<file path="src/rtl/alu_seq_pkg.sv">
// Shared constants, enums and shift-step helpers for the ALU sequencer.
// ALU_SEQ_MULT_EN (see alu_sequencer.sv) does not change anything in this package.
package alu_seq_pkg;

  localparam logic [5:0] ALU_AND   = 6'h00;
  localparam logic [5:0] ALU_OR    = 6'h01;
  localparam logic [5:0] ALU_ADD   = 6'h02;
  localparam logic [5:0] ALU_ADDU  = 6'h03;
  localparam logic [5:0] ALU_XOR   = 6'h04;
  localparam logic [5:0] ALU_NOR   = 6'h05;
  localparam logic [5:0] ALU_SUB   = 6'h06;
  localparam logic [5:0] ALU_SLT   = 6'h07;
  localparam logic [5:0] ALU_SLTU  = 6'h08;
  localparam logic [5:0] ALU_LUI   = 6'h09;
  localparam logic [5:0] ALU_SLL1  = 6'h0A;
  localparam logic [5:0] ALU_SLL2  = 6'h0B;
  localparam logic [5:0] ALU_SLL8  = 6'h0C;
  localparam logic [5:0] ALU_SRL1  = 6'h0D;
  localparam logic [5:0] ALU_SRL2  = 6'h0E;
  localparam logic [5:0] ALU_SRL8  = 6'h0F;
  localparam logic [5:0] ALU_SRA1  = 6'h10;
  localparam logic [5:0] ALU_SRA2  = 6'h11;
  localparam logic [5:0] ALU_SRA8  = 6'h12;
  localparam logic [5:0] ALU_MULTU = 6'h13;

  localparam logic [5:0] OP_RTYPE = 6'h00;
  localparam logic [5:0] OP_ADDI  = 6'h08;
  localparam logic [5:0] OP_ADDIU = 6'h09;
  localparam logic [5:0] OP_SLTI  = 6'h0A;
  localparam logic [5:0] OP_SLTIU = 6'h0B;
  localparam logic [5:0] OP_ANDI  = 6'h0C;
  localparam logic [5:0] OP_ORI   = 6'h0D;
  localparam logic [5:0] OP_XORI  = 6'h0E;
  localparam logic [5:0] OP_LUI   = 6'h0F;

  localparam logic [5:0] F_SLL   = 6'h00;
  localparam logic [5:0] F_SRL   = 6'h02;
  localparam logic [5:0] F_SRA   = 6'h03;
  localparam logic [5:0] F_SLLV  = 6'h04;
  localparam logic [5:0] F_SRLV  = 6'h06;
  localparam logic [5:0] F_SRAV  = 6'h07;
  localparam logic [5:0] F_MFHI  = 6'h10;
  localparam logic [5:0] F_MFLO  = 6'h12;
  localparam logic [5:0] F_MULTU = 6'h19;
  localparam logic [5:0] F_ADD   = 6'h20;
  localparam logic [5:0] F_ADDU  = 6'h21;
  localparam logic [5:0] F_SUB   = 6'h22;
  localparam logic [5:0] F_SUBU  = 6'h23;
  localparam logic [5:0] F_AND   = 6'h24;
  localparam logic [5:0] F_OR    = 6'h25;
  localparam logic [5:0] F_XOR   = 6'h26;
  localparam logic [5:0] F_SLT   = 6'h2A;
  localparam logic [5:0] F_SLTU  = 6'h2B;

  typedef enum logic [1:0] {ST_IDLE = 2'd0, ST_EXEC = 2'd1, ST_DONE = 2'd2} state_e;
  typedef enum logic [1:0] {SH_SLL = 2'd0, SH_SRL = 2'd1, SH_SRA = 2'd2} shift_e;

  typedef struct packed {
    logic [5:0] ctrl;
    logic       is_shift;
    shift_e     kind;
    logic       amt_src;   // 1: amount from a[4:0], 0: from shamt
    logic       is_mult;
    logic       is_mf;
    logic       mf_hi;
    logic       illegal;
  } dec_t;

  // Largest fixed ALU shift step not exceeding n.
  function automatic logic [4:0] step_size(input logic [4:0] n);
    if (n >= 5'd8) begin
      return 5'd8;
    end else if (n >= 5'd2) begin
      return 5'd2;
    end else if (n != 5'd0) begin
      return 5'd1;
    end else begin
      return 5'd0;
    end
  endfunction

  // ALU ctrl code for the step chosen by step_size(n) and the given shift kind.
  function automatic logic [5:0] step_ctrl(input shift_e kind, input logic [4:0] n);
    logic [5:0] base;
    logic [5:0] offs;
    case (kind)
      SH_SLL:  base = ALU_SLL1;
      SH_SRL:  base = ALU_SRL1;
      SH_SRA:  base = ALU_SRA1;
      default: base = ALU_SLL1;
    endcase
    if (n >= 5'd8) begin
      offs = 6'd2;
    end else if (n >= 5'd2) begin
      offs = 6'd1;
    end else begin
      offs = 6'd0;
    end
    return base + offs;
  endfunction

endpackage

</file>
<file path="src/rtl/alu_seq_decode.sv">
// Combinational opcode/funct decoder for the ALU sequencer.
// multu/mfhi/mflo decode as legal only when ALU_SEQ_MULT_EN is defined.
module alu_seq_decode
  import alu_seq_pkg::*;
(
  input  logic [5:0] opcode,
  input  logic [5:0] funct,
  output dec_t       dec
);

  // Translate the instruction fields into ALU control and sequencing hints.
  always_comb begin
    dec         = '0;
    dec.kind    = SH_SLL;
    if (opcode == OP_RTYPE) begin
      case (funct)
        F_AND:  dec.ctrl = ALU_AND;
        F_OR:   dec.ctrl = ALU_OR;
        F_ADD:  dec.ctrl = ALU_ADD;
        F_ADDU: dec.ctrl = ALU_ADDU;
        F_XOR:  dec.ctrl = ALU_XOR;
        F_SUB, F_SUBU: dec.ctrl = ALU_SUB;
        F_SLT:  dec.ctrl = ALU_SLT;
        F_SLTU: dec.ctrl = ALU_SLTU;
        F_SLL:  begin dec.is_shift = 1'b1; dec.kind = SH_SLL; end
        F_SRL:  begin dec.is_shift = 1'b1; dec.kind = SH_SRL; end
        F_SRA:  begin dec.is_shift = 1'b1; dec.kind = SH_SRA; end
        F_SLLV: begin dec.is_shift = 1'b1; dec.kind = SH_SLL; dec.amt_src = 1'b1; end
        F_SRLV: begin dec.is_shift = 1'b1; dec.kind = SH_SRL; dec.amt_src = 1'b1; end
        F_SRAV: begin dec.is_shift = 1'b1; dec.kind = SH_SRA; dec.amt_src = 1'b1; end
        F_MULTU: begin
`ifdef ALU_SEQ_MULT_EN
          dec.ctrl    = ALU_MULTU;
          dec.is_mult = 1'b1;
`else
          dec.illegal = 1'b1;
`endif
        end
        F_MFHI, F_MFLO: begin
`ifdef ALU_SEQ_MULT_EN
          dec.ctrl  = ALU_ADDU;
          dec.is_mf = 1'b1;
          dec.mf_hi = (funct == F_MFHI);
`else
          dec.illegal = 1'b1;
`endif
        end
        default: dec.illegal = 1'b1;
      endcase
    end else begin
      case (opcode)
        OP_ADDI:  dec.ctrl = ALU_ADD;
        OP_ADDIU: dec.ctrl = ALU_ADDU;
        OP_SLTI:  dec.ctrl = ALU_SLT;
        OP_SLTIU: dec.ctrl = ALU_SLTU;
        OP_ANDI:  dec.ctrl = ALU_AND;
        OP_ORI:   dec.ctrl = ALU_OR;
        OP_XORI:  dec.ctrl = ALU_XOR;
        OP_LUI:   dec.ctrl = ALU_LUI;
        default:  dec.illegal = 1'b1;
      endcase
    end
  end

endmodule

</file>
<file path="src/rtl/alu_sequencer.sv">
// Multicycle initiator for the 32-bit ALU: decode, shift stepping, HI/LO ownership.
// Define ALU_SEQ_MULT_EN to include multu/mfhi/mflo and the HI/LO registers.
module alu_sequencer
  import alu_seq_pkg::*;
(
  input  logic        clk,
  input  logic        rst,
  input  logic        start,
  input  logic [5:0]  opcode,
  input  logic [5:0]  funct,
  input  logic [4:0]  shamt,
  input  logic [31:0] a,
  input  logic [31:0] b,
  output logic        busy,
  output logic        done,
  output logic        err,
  output logic [31:0] result,
  output logic        zero,
  output logic [31:0] hi,
  output logic [31:0] lo,
  output logic [5:0]  alu_ctrl,
  output logic [31:0] alu_a,
  output logic [31:0] alu_b,
  input  logic [31:0] alu_r,
  input  logic [31:0] alu_r2,
  input  logic        alu_z
);

  dec_t        dec_s;
  logic [4:0]  amt_s;

  state_e      state_q, state_d;
  logic        busy_q, busy_d;
  logic        done_q, done_d;
  logic        err_q, err_d;
  logic [31:0] result_q, result_d;
  logic        zero_q, zero_d;
  logic [5:0]  alu_ctrl_q, alu_ctrl_d;
  logic [31:0] alu_a_q, alu_a_d;
  logic [31:0] alu_b_q, alu_b_d;
  logic [4:0]  rem_q, rem_d;
  shift_e      kind_q, kind_d;
  logic        is_shift_q, is_shift_d;
  logic        is_mult_q, is_mult_d;
`ifdef ALU_SEQ_MULT_EN
  logic [31:0] hi_q, hi_d;
  logic [31:0] lo_q, lo_d;
`endif

  alu_seq_decode u_decode (
    .opcode (opcode),
    .funct  (funct),
    .dec    (dec_s)
  );

  assign amt_s = dec_s.amt_src ? a[4:0] : shamt;

  // Next-state, ALU drive and capture logic; alu_b doubles as the shift working value.
  always_comb begin
    state_d    = state_q;
    done_d     = 1'b0;
    err_d      = err_q;
    result_d   = result_q;
    zero_d     = zero_q;
    alu_ctrl_d = alu_ctrl_q;
    alu_a_d    = alu_a_q;
    alu_b_d    = alu_b_q;
    rem_d      = rem_q;
    kind_d     = kind_q;
    is_shift_d = is_shift_q;
    is_mult_d  = is_mult_q;
`ifdef ALU_SEQ_MULT_EN
    hi_d       = hi_q;
    lo_d       = lo_q;
`endif
    case (state_q)
      ST_IDLE: begin
        if (start) begin
          kind_d     = dec_s.kind;
          is_shift_d = dec_s.is_shift;
          is_mult_d  = dec_s.is_mult;
          rem_d      = 5'd0;
          alu_ctrl_d = ALU_AND;
          alu_a_d    = 32'd0;
          alu_b_d    = 32'd0;
          err_d      = dec_s.illegal;
          if (dec_s.illegal) begin
            state_d  = ST_DONE;
            done_d   = 1'b1;
            result_d = 32'd0;
            zero_d   = 1'b1;
          end else if (dec_s.is_shift) begin
            state_d = ST_EXEC;
            alu_b_d = b;
            if (amt_s != 5'd0) begin
              alu_ctrl_d = step_ctrl(dec_s.kind, amt_s);
              rem_d      = amt_s - step_size(amt_s);
            end else begin
              alu_ctrl_d = ALU_ADDU;
            end
          end else if (dec_s.is_mf) begin
            state_d    = ST_EXEC;
            alu_ctrl_d = ALU_ADDU;
            alu_b_d    = dec_s.mf_hi ? hi : lo;
          end else begin
            state_d    = ST_EXEC;
            alu_ctrl_d = dec_s.ctrl;
            alu_a_d    = a;
            alu_b_d    = b;
          end
        end else begin
          state_d = ST_IDLE;
        end
      end
      ST_EXEC: begin
        if (is_shift_q && (rem_q != 5'd0)) begin
          alu_ctrl_d = step_ctrl(kind_q, rem_q);
          alu_a_d    = 32'd0;
          alu_b_d    = alu_r;
          rem_d      = rem_q - step_size(rem_q);
        end else begin
          state_d    = ST_DONE;
          done_d     = 1'b1;
          result_d   = alu_r;
          zero_d     = alu_z;
          alu_ctrl_d = ALU_AND;
          alu_a_d    = 32'd0;
          alu_b_d    = 32'd0;
`ifdef ALU_SEQ_MULT_EN
          if (is_mult_q) begin
            hi_d = alu_r2;
            lo_d = alu_r;
          end else begin
            hi_d = hi_q;
            lo_d = lo_q;
          end
`endif
        end
      end
      ST_DONE: begin
        state_d = ST_IDLE;
      end
      default: begin
        state_d = ST_IDLE;
      end
    endcase
    busy_d = (state_d != ST_IDLE);
  end

  // State and output registers with synchronous reset.
  always_ff @(posedge clk) begin
    if (rst) begin
      state_q    <= ST_IDLE;
      busy_q     <= 1'b0;
      done_q     <= 1'b0;
      err_q      <= 1'b0;
      result_q   <= 32'd0;
      zero_q     <= 1'b0;
      alu_ctrl_q <= 6'd0;
      alu_a_q    <= 32'd0;
      alu_b_q    <= 32'd0;
      rem_q      <= 5'd0;
      kind_q     <= SH_SLL;
      is_shift_q <= 1'b0;
      is_mult_q  <= 1'b0;
`ifdef ALU_SEQ_MULT_EN
      hi_q       <= 32'd0;
      lo_q       <= 32'd0;
`endif
    end else begin
      state_q    <= state_d;
      busy_q     <= busy_d;
      done_q     <= done_d;
      err_q      <= err_d;
      result_q   <= result_d;
      zero_q     <= zero_d;
      alu_ctrl_q <= alu_ctrl_d;
      alu_a_q    <= alu_a_d;
      alu_b_q    <= alu_b_d;
      rem_q      <= rem_d;
      kind_q     <= kind_d;
      is_shift_q <= is_shift_d;
      is_mult_q  <= is_mult_d;
`ifdef ALU_SEQ_MULT_EN
      hi_q       <= hi_d;
      lo_q       <= lo_d;
`endif
    end
  end

`ifdef ALU_SEQ_MULT_EN
  assign hi = hi_q;
  assign lo = lo_q;
`else
  logic unused_mult_s;
  assign unused_mult_s = ^{alu_r2, is_mult_q};
  assign hi = 32'd0;
  assign lo = 32'd0;
`endif

  assign busy     = busy_q;
  assign done     = done_q;
  assign err      = err_q;
  assign result   = result_q;
  assign zero     = zero_q;
  assign alu_ctrl = alu_ctrl_q;
  assign alu_a    = alu_a_q;
  assign alu_b    = alu_b_q;

endmodule

</file>
<file path="config.mk">
export PLATFORM = sky130hd
export DESIGN_NAME = alu_sequencer
export DESIGN_NICKNAME = d
export VERILOG_FILES = /design/src/rtl/alu_seq_pkg.sv /design/src/rtl/alu_seq_decode.sv /design/src/rtl/alu_sequencer.sv
export SDC_FILE = /design/constraint.sdc
export NUM_CORES = 1
export LEC_CHECK = 0
export ABC_AREA = 0
export CORE_ASPECT_RATIO = 1.2
export CORE_MARGIN = 5
export CORE_UTILIZATION = 42
export DETAILED_ROUTE_END_ITERATION = 6
export GPL_TIMING_DRIVEN = 0
export HOLD_SLACK_MARGIN = 0.12
export PLACE_DENSITY = 0.91
export SLEW_MARGIN = 20
export SYNTH_ARGS = -nofsm -noshare
export SYNTH_HDL_FRONTEND = slang
export SYNTH_SLANG_ARGS = --single-unit
</file>
<file path="constraint.sdc">
create_clock -name clk -period 8.7 [get_ports clk]
set_input_delay 1.74 -clock clk [delete_from_list [all_inputs] [get_ports clk]]
set_output_delay 1.74 -clock clk [all_outputs]
set_load 0.05 [all_outputs]
</file>
==> results_dict.tcl, run 1 <==
set metrics [dict create \
    stdcell_count 1097 \
    tns_ns 0 \
    yosys_register_bits 116 \
    firstDrtPassIters 6 \
    die_area_sq_um 16200 \
    setup-violations-final 0 \
    cts_root_buf "clkbuf_16" \
    cts_hold_buffers 0 \
    crit_required_ns 8.99 \
    clockBufferDepth 2 \
    clk_pin_slew_ns 0.06 \
    post-cts-setup-buffer-count 0 \
    initial_cell_density_of_the_core_pct 43.1 \
    antenna_found_initial 1 \
    fmax_mhz 207 \
    number_of_ports_placed_on_the_die_boundary 319 \
    crit_path_max_incr_delay_ns 0.51 \
    syn_area_sq_um 5760 \
    worst_slack_ns 3.88 \
    gpl.final_weighted_congestion 0.908 \
    critical_path_cell_list "clkdlybuf4s50_1 > nor4b_1 > nand4_1 > nor3_1 > a21oi_1 > a211oi_1 > ha_1 > inv_1 > fa_1 > xnor2_1 > a31oi_1 > o2bb2ai_1" \
    via_total_after_detailed_routing 5914 \
    synth_enable_flop_cells 0 \
    clock_sinks 116 \
    fin_crit_sh_pct 55.4 \
    globalRouteTotalUtil_pct 24.3 \
    detail_route.drc_violations 0 \
    tritoncts.num_buffers 17 \
    cellPowerDensity_nw_per_um2 178 \
    cellLeakagePower_nw 3.59 \
    average_routed_wire_per_standard_cell_microns 18.5 \
    unique_masters_post_synth 56 \
    post_route_cells_drive_above_1_share_pct 13.3 \
    syn_avg_cell_area_sq_um 9.37 \
    portBuffers 219 \
    dpl-instance-area_sq_um 8400 \
    end_kind "register" \
    grt_pass1_vias 5962 \
    post-place-cells 1064 \
    die_outline_width_microns 117 \
    grt_max_degree 17 \
    total_power_mw 1.60 \
    ir_worst_vdd_mv 0.141 \
    post-route-cell-area_sq_um 8980 \
    grt_pass1_wl_microns 31100 \
    final-hold-violation-count 0 \
    postLayoutCoreUtil_pct 67.3 \
    n_fill_cell 1015 \
    portion_of_the_post_synthesis_area_used_by_sequential_elements_pct 40.3 \
    final_net_count 1082 \
    post-place-ws_ns 3.43 \
    path_class "primary input to register" \
    tritoncts "yes" \
    synth_cells 614 \
    viasPerCell 5.39 \
    worstPathMaxFanout 10 \
    finalClockSkew_ns 0.00749 \
    antenna_left 0 \
    floorplan.rows 46 \
    critical_path.startpoint_type "primary input" \
    synth_flop_cell "dfxtp_1" \
    drt_iter0_drc 514 \
    slew_headroom_pct 48.0 \
    min-delay-path-class "register to register" \
    synth_async_sr_flop_share_pct 0 \
    grt_ovf 0 \
    clkLatencyLatePin_ns 0.41 \
    core_area_sq_um 13400 \
    grt_setup_unrepaired "no" \
    cts_resized 0 \
    die_height_microns 138 \
    critical-path-slowest-cell "clkdlybuf4s50_1" \
    final_period_minus_worst_setup_slack_ns 4.82 \
    final_max_slew_viol_count 0 \
    post-dp-hpwl_microns 15600 \
    r2r_setup_slack_ns 6.12 \
    ys_warn_count 0 \
    h-tree-depth 4 \
    synthToLayoutAreaGrowth_pct 56.0 \
    timing.critical_path.arrival_ns 5.11 \
    worst_hold_slack_across_all_endpoints_ns 0.472 \
    max_cap_violations 0 \
    timing_worst_slew_pin_value_ns 0.777 \
    detail_route.wirelength_microns 20300 \
    outcome "complete, no violations" \
]
==> state kept, by name, indices dropped and copies added, names as in the netlist, 2 cells and up <==
name      cells
kind_q        2
rem_q         5
result       32
state_q       2
alu_b        32
alu_a        32
alu_ctrl      6
==> report_power, final <==
group          internal [mW]  switching, mW  leakage [nW]
logic                  0.135          0.221          2.38
clock network          0.428          0.249         0.264
registers              0.552         0.0117         0.944
total                   1.11          0.482          3.59
==> cell usage in the layout, fill, tap and decap left out, types with 4 or more instances in the layout <==
cell type and count:
clkdlybuf4s50_1 219, dfxtp_1 116, a22o_1 64, buf_4 64, conb_1 64, nor2_1 50
a21oi_1 46, a211oi_1 38, o211ai_1 34, clkbuf_1 28, inv_1 20, clkbuf_16 17
nand2_1 16, ha_1 14, buf_6 10, o21ai_0 10, nor3_1 9, nand2b_1 8
mux2i_1 6, buf_2 6, clkinvlp_4 6, nor4_1 5, o22ai_1 4, fa_1 4
==> cells by family (layout without fill, tap and decap cells) <==
family | count (synthesis) | in the layout | share of synthesized area (%)
xor+xnor | 6 | 6 | 0.913
compound gates | 223 | 223 | 29.0
mux | 7 | 7 | 1.24
fa+ha+maj | 18 | 18 | 4.43
simple gates | 113 | 113 | 9.83
buf+inv | 130 | 381 | 14.2
flops | 116 | 116 | 40.3
other cells | 1 | 65 | 0.0652
==> path summary, 6_finish.rpt <==
path	cells after the start	start	to
worst max-delay path	12	opcode[3]	alu_ctrl[2]
worst min-delay path	1	alu_a[14]	alu_a[14]
worst max register to register	7	state_q[0]	alu_b[29]
worst min register to register	1	alu_a[14]	alu_a[14]
==> worst max-delay path: cells and delay by family <==
| family | cells | cell delay [ns] |
|---|---|---|
| buf+inv | 2 | 0.57 |
| fa+ha+maj | 2 | 0.62 |
| xor+xnor | 1 | 0.14 |
| compound gates | 4 | 0.92 |
| simple gates | 3 | 1.11 |
==> Yosys cell counts, types with 2 or more instances <==
cell type / instances / area (sq um)
ha_1: 14 / 175
xnor2_1: 3 / 26.3
o22ai_1: 4 / 25.0
nand2b_1: 8 / 50.1
o221ai_1: 3 / 26.3
nand2_1: 16 / 60.1
or2_2: 3 / 18.8
buf_2: 6 / 30.0
nor3b_1: 2 / 15.0
nor3_1: 9 / 45.0
fa_1: 4 / 80.1
o211ai_1: 34 / 255
a22o_1: 64 / 561
and3_1: 2 / 12.5
a21o_1: 2 / 15.0
or3_1: 2 / 12.5
a21oi_1: 46 / 230
o21ai_0: 10 / 50.1
mux2i_1: 6 / 60.1
buf_4: 64 / 480
a22oi_1: 2 / 15.0
inv_1: 20 / 75.1
a31oi_1: 3 / 18.8
buf_1: 3 / 11.3
o2bb2ai_1: 2 / 17.5
xor2_1: 3 / 26.3
dfxtp_1: 116 / 2320
nor2_1: 50 / 188
nand4b_1: 2 / 17.5
and2_1: 3 / 18.8
nand3_1: 2 / 10.0
buf_6: 10 / 113
a311oi_2: 3 / 45.0
nand4_1: 3 / 18.8
o211a_1: 3 / 30.0
a211oi_1: 38 / 285
clkbuf_1: 26 / 97.6
nor4_1: 5 / 31.3
==> per-layer routing <==
metal	vias to the layer above	part of all wire [%]	GRT usage [%]
li1	2740	-	-
met1	2752	36	26.2
met2	350	49	41.9
met3	72	9.9	7.33
met4	0	4.8	12.7
met5	-	0	0
==> cell type report <==
cell class                 instances  area, sq um  area share [%]
multi-input combinational        431         2860            31.8
timing repair buffer             219         2190            24.4
sequential                       116         2320            25.9
buffer                           110          739            8.23
tap                              168          210            2.34
inverter                          20         75.1           0.836
clock inverter                    12          133            1.48
clock buffer                      20          447            4.97
antenna                            1         2.50          0.0279
Note: power is estimated with default switching activity, not from simulation.
==> run 2: changes to the inputs <==
--- a/config.mk
+++ b/config.mk
@@ -8,11 +8,11 @@
 export ABC_AREA = 0
 export CORE_ASPECT_RATIO = 1.2
 export CORE_MARGIN = 5
-export CORE_UTILIZATION = 42
+export CORE_UTILIZATION = 35
 export DETAILED_ROUTE_END_ITERATION = 6
 export GPL_TIMING_DRIVEN = 0
 export HOLD_SLACK_MARGIN = 0.12
-export PLACE_DENSITY = 0.91
+export PLACE_DENSITY = 0.82
 export SLEW_MARGIN = 20
 export SYNTH_ARGS = -nofsm -noshare
 export SYNTH_HDL_FRONTEND = slang
==> constraint.sdc (replaced) <==
create_clock -name clk -period 4.33 [get_ports clk]
set_input_delay 0.866 -clock clk [delete_from_list [all_inputs] [get_ports clk]]
set_output_delay 0.866 -clock clk [all_outputs]
set_load 0.05 [all_outputs]
==> results_dict.tcl, run 2 (synthesis gave the netlist of run 1 again) <==
set metrics [dict create \
    outcome "complete, no violations" \
    grt_ovf 0 \
    antenna_left 0 \
    cellLeakagePower_nw 3.64 \
    post-place-ws_ns -0.110 \
    detail_route.drc_violations 0 \
    crit_path_max_incr_delay_ns 0.52 \
    cellPowerDensity_nw_per_um2 373 \
    grt_pass1_wl_microns 29800 \
    drt_iter0_drc 227 \
    max_cap_violations 0 \
    post-dp-hpwl_microns 15200 \
    die_height_microns 150 \
    antennaDiodeCount 0 \
    detail_route.wirelength_microns 19500 \
    cts_hold_buffers 0 \
    reg2reg_depth 7 \
    post-cts-setup-buffer-count 0 \
    post_route_cells_drive_above_1_share_pct 13.4 \
    die_area_sq_um 19100 \
    min-delay-path-class "register to register" \
    dpl-instance-area_sq_um 8460 \
    end_kind "register" \
    die_outline_width_microns 127 \
    final_max_slew_viol_count 0 \
    fin_crit_sh_pct 92.3 \
    clk_pin_slew_ns 0.06 \
    critical-path-slowest-cell "clkdlybuf4s50_1" \
    grt_pass1_vias 5750 \
    portBuffers 219 \
    number_of_ports_placed_on_the_die_boundary 319 \
    worst_slack_ns 0.332 \
    fmax_mhz 250 \
    commonest_non_fill_non_tap_cell_in_the_layout "clkdlybuf4s50_1" \
    timing_worst_slew_pin_value_ns 0.921 \
    layout_common_cells "clkdlybuf4s50_1, dfxtp_1, buf_4, a22o_1, conb_1" \
    via_total_after_detailed_routing 5667 \
    tritoncts "yes" \
    clkLatencyLatePin_ns 0.40 \
    initial_cell_density_of_the_core_pct 35.5 \
    tritoncts.num_buffers 17 \
    viasPerCell 4.97 \
    firstDrtPassIters 4 \
    grt_setup_unrepaired "no" \
    antenna_found_initial 0 \
    tns_ns 0 \
    ir_worst_vdd_mv 0.272 \
    cts_resized 0 \
    gpl.final_weighted_congestion 0.894 \
    finalClockSkew_ns 0.00940 \
    average_routed_wire_per_standard_cell_microns 17.1 \
    final-hold-violation-count 0 \
    setup-violations-final 0 \
    grt_max_degree 17 \
    critical_path.startpoint_type "primary input" \
    h-tree-depth 4 \
    timing.critical_path.arrival_ns 4.27 \
    final_period_minus_worst_setup_slack_ns 4.00 \
    hold-path-cell-count 2 \
    crit_required_ns 4.60 \
    path_class "primary input to register" \
    synthToLayoutAreaGrowth_pct 58.3 \
    clockBufferDepth 2 \
    critical_path_cell_list "clkdlybuf4s50_1 > nor4b_1 > nand4_1 > nor3_1 > a21oi_1 > a211oi_1 > ha_1 > inv_1 > fa_1 > xnor2_1 > a31oi_1 > o2bb2ai_1" \
    post-route-cell-area_sq_um 9110 \
    cts_root_buf "clkbuf_16" \
    globalRouteTotalUtil_pct 19.8 \
    slew_headroom_pct 38.6 \
    final_net_count 1083 \
    core_area_sq_um 16200 \
    floorplan.rows 51 \
    clock_sinks 116 \
    worstPathMaxFanout 10 \
]
-- run 2: final timing paths --
path               from           to  slack, ns
max           opcode[3]  alu_ctrl[2]       0.33
min                zero         zero       0.47
max reg2reg  state_q[1]     alu_b[2]       1.82
min reg2reg        zero         zero       0.47
-- run 2: per-stage QoR --
stage,power [mW],util (%),std cells,hold WS [ns]
6_report,3.40,56.2,1140,0.469
5_1_grt,3.52,56.2,1140,0.483
4_1_cts,3.43,56.2,1140,0.469
3_5_place_dp,1.86,52.2,1109,0.457
3_3_place_gp,1.85,52.1,1108,0.454
2_1_floorplan,1.61,-,677,0.444
-- run 2: area by class of cell --
cell class / count / area, sq um
flip-flops and latches: 116 / 2320
plain buffers: 110 / 739
clock inverters: 12 / 204
fillers: 1477 / 7100
clock buffers: 19 / 443
inverters: 20 / 75.1
repair buffers: 220 / 2200
well taps: 212 / 265
multi-input cells: 431 / 2860
-- run 2: metal layers --
layer | part of all wire, % | GRT usage (%)
met3 | 8.9 | 6.92
met5 | 0 | 0
met2 | 50 | 35.6
met1 | 38 | 21.4
met4 | 2.9 | 7.35
-- run 2: worst max-delay path: cells and delay by family --
kind	cells	cell delay [ns]
adder cells (fa/ha/maj)	2	0.63
XOR/XNOR	1	0.13
buffers and inverters	2	0.57
AND/OR/NAND/NOR	3	1.09
AO/OA/AOI/OAI	4	0.98
-- run 2: power breakdown --
group / internal (mW) / switching (mW)
logic: 0.271 / 0.438
registers: 1.11 / 0.0223
clock network: 1.04 / 0.526
total: 2.41 / 0.986
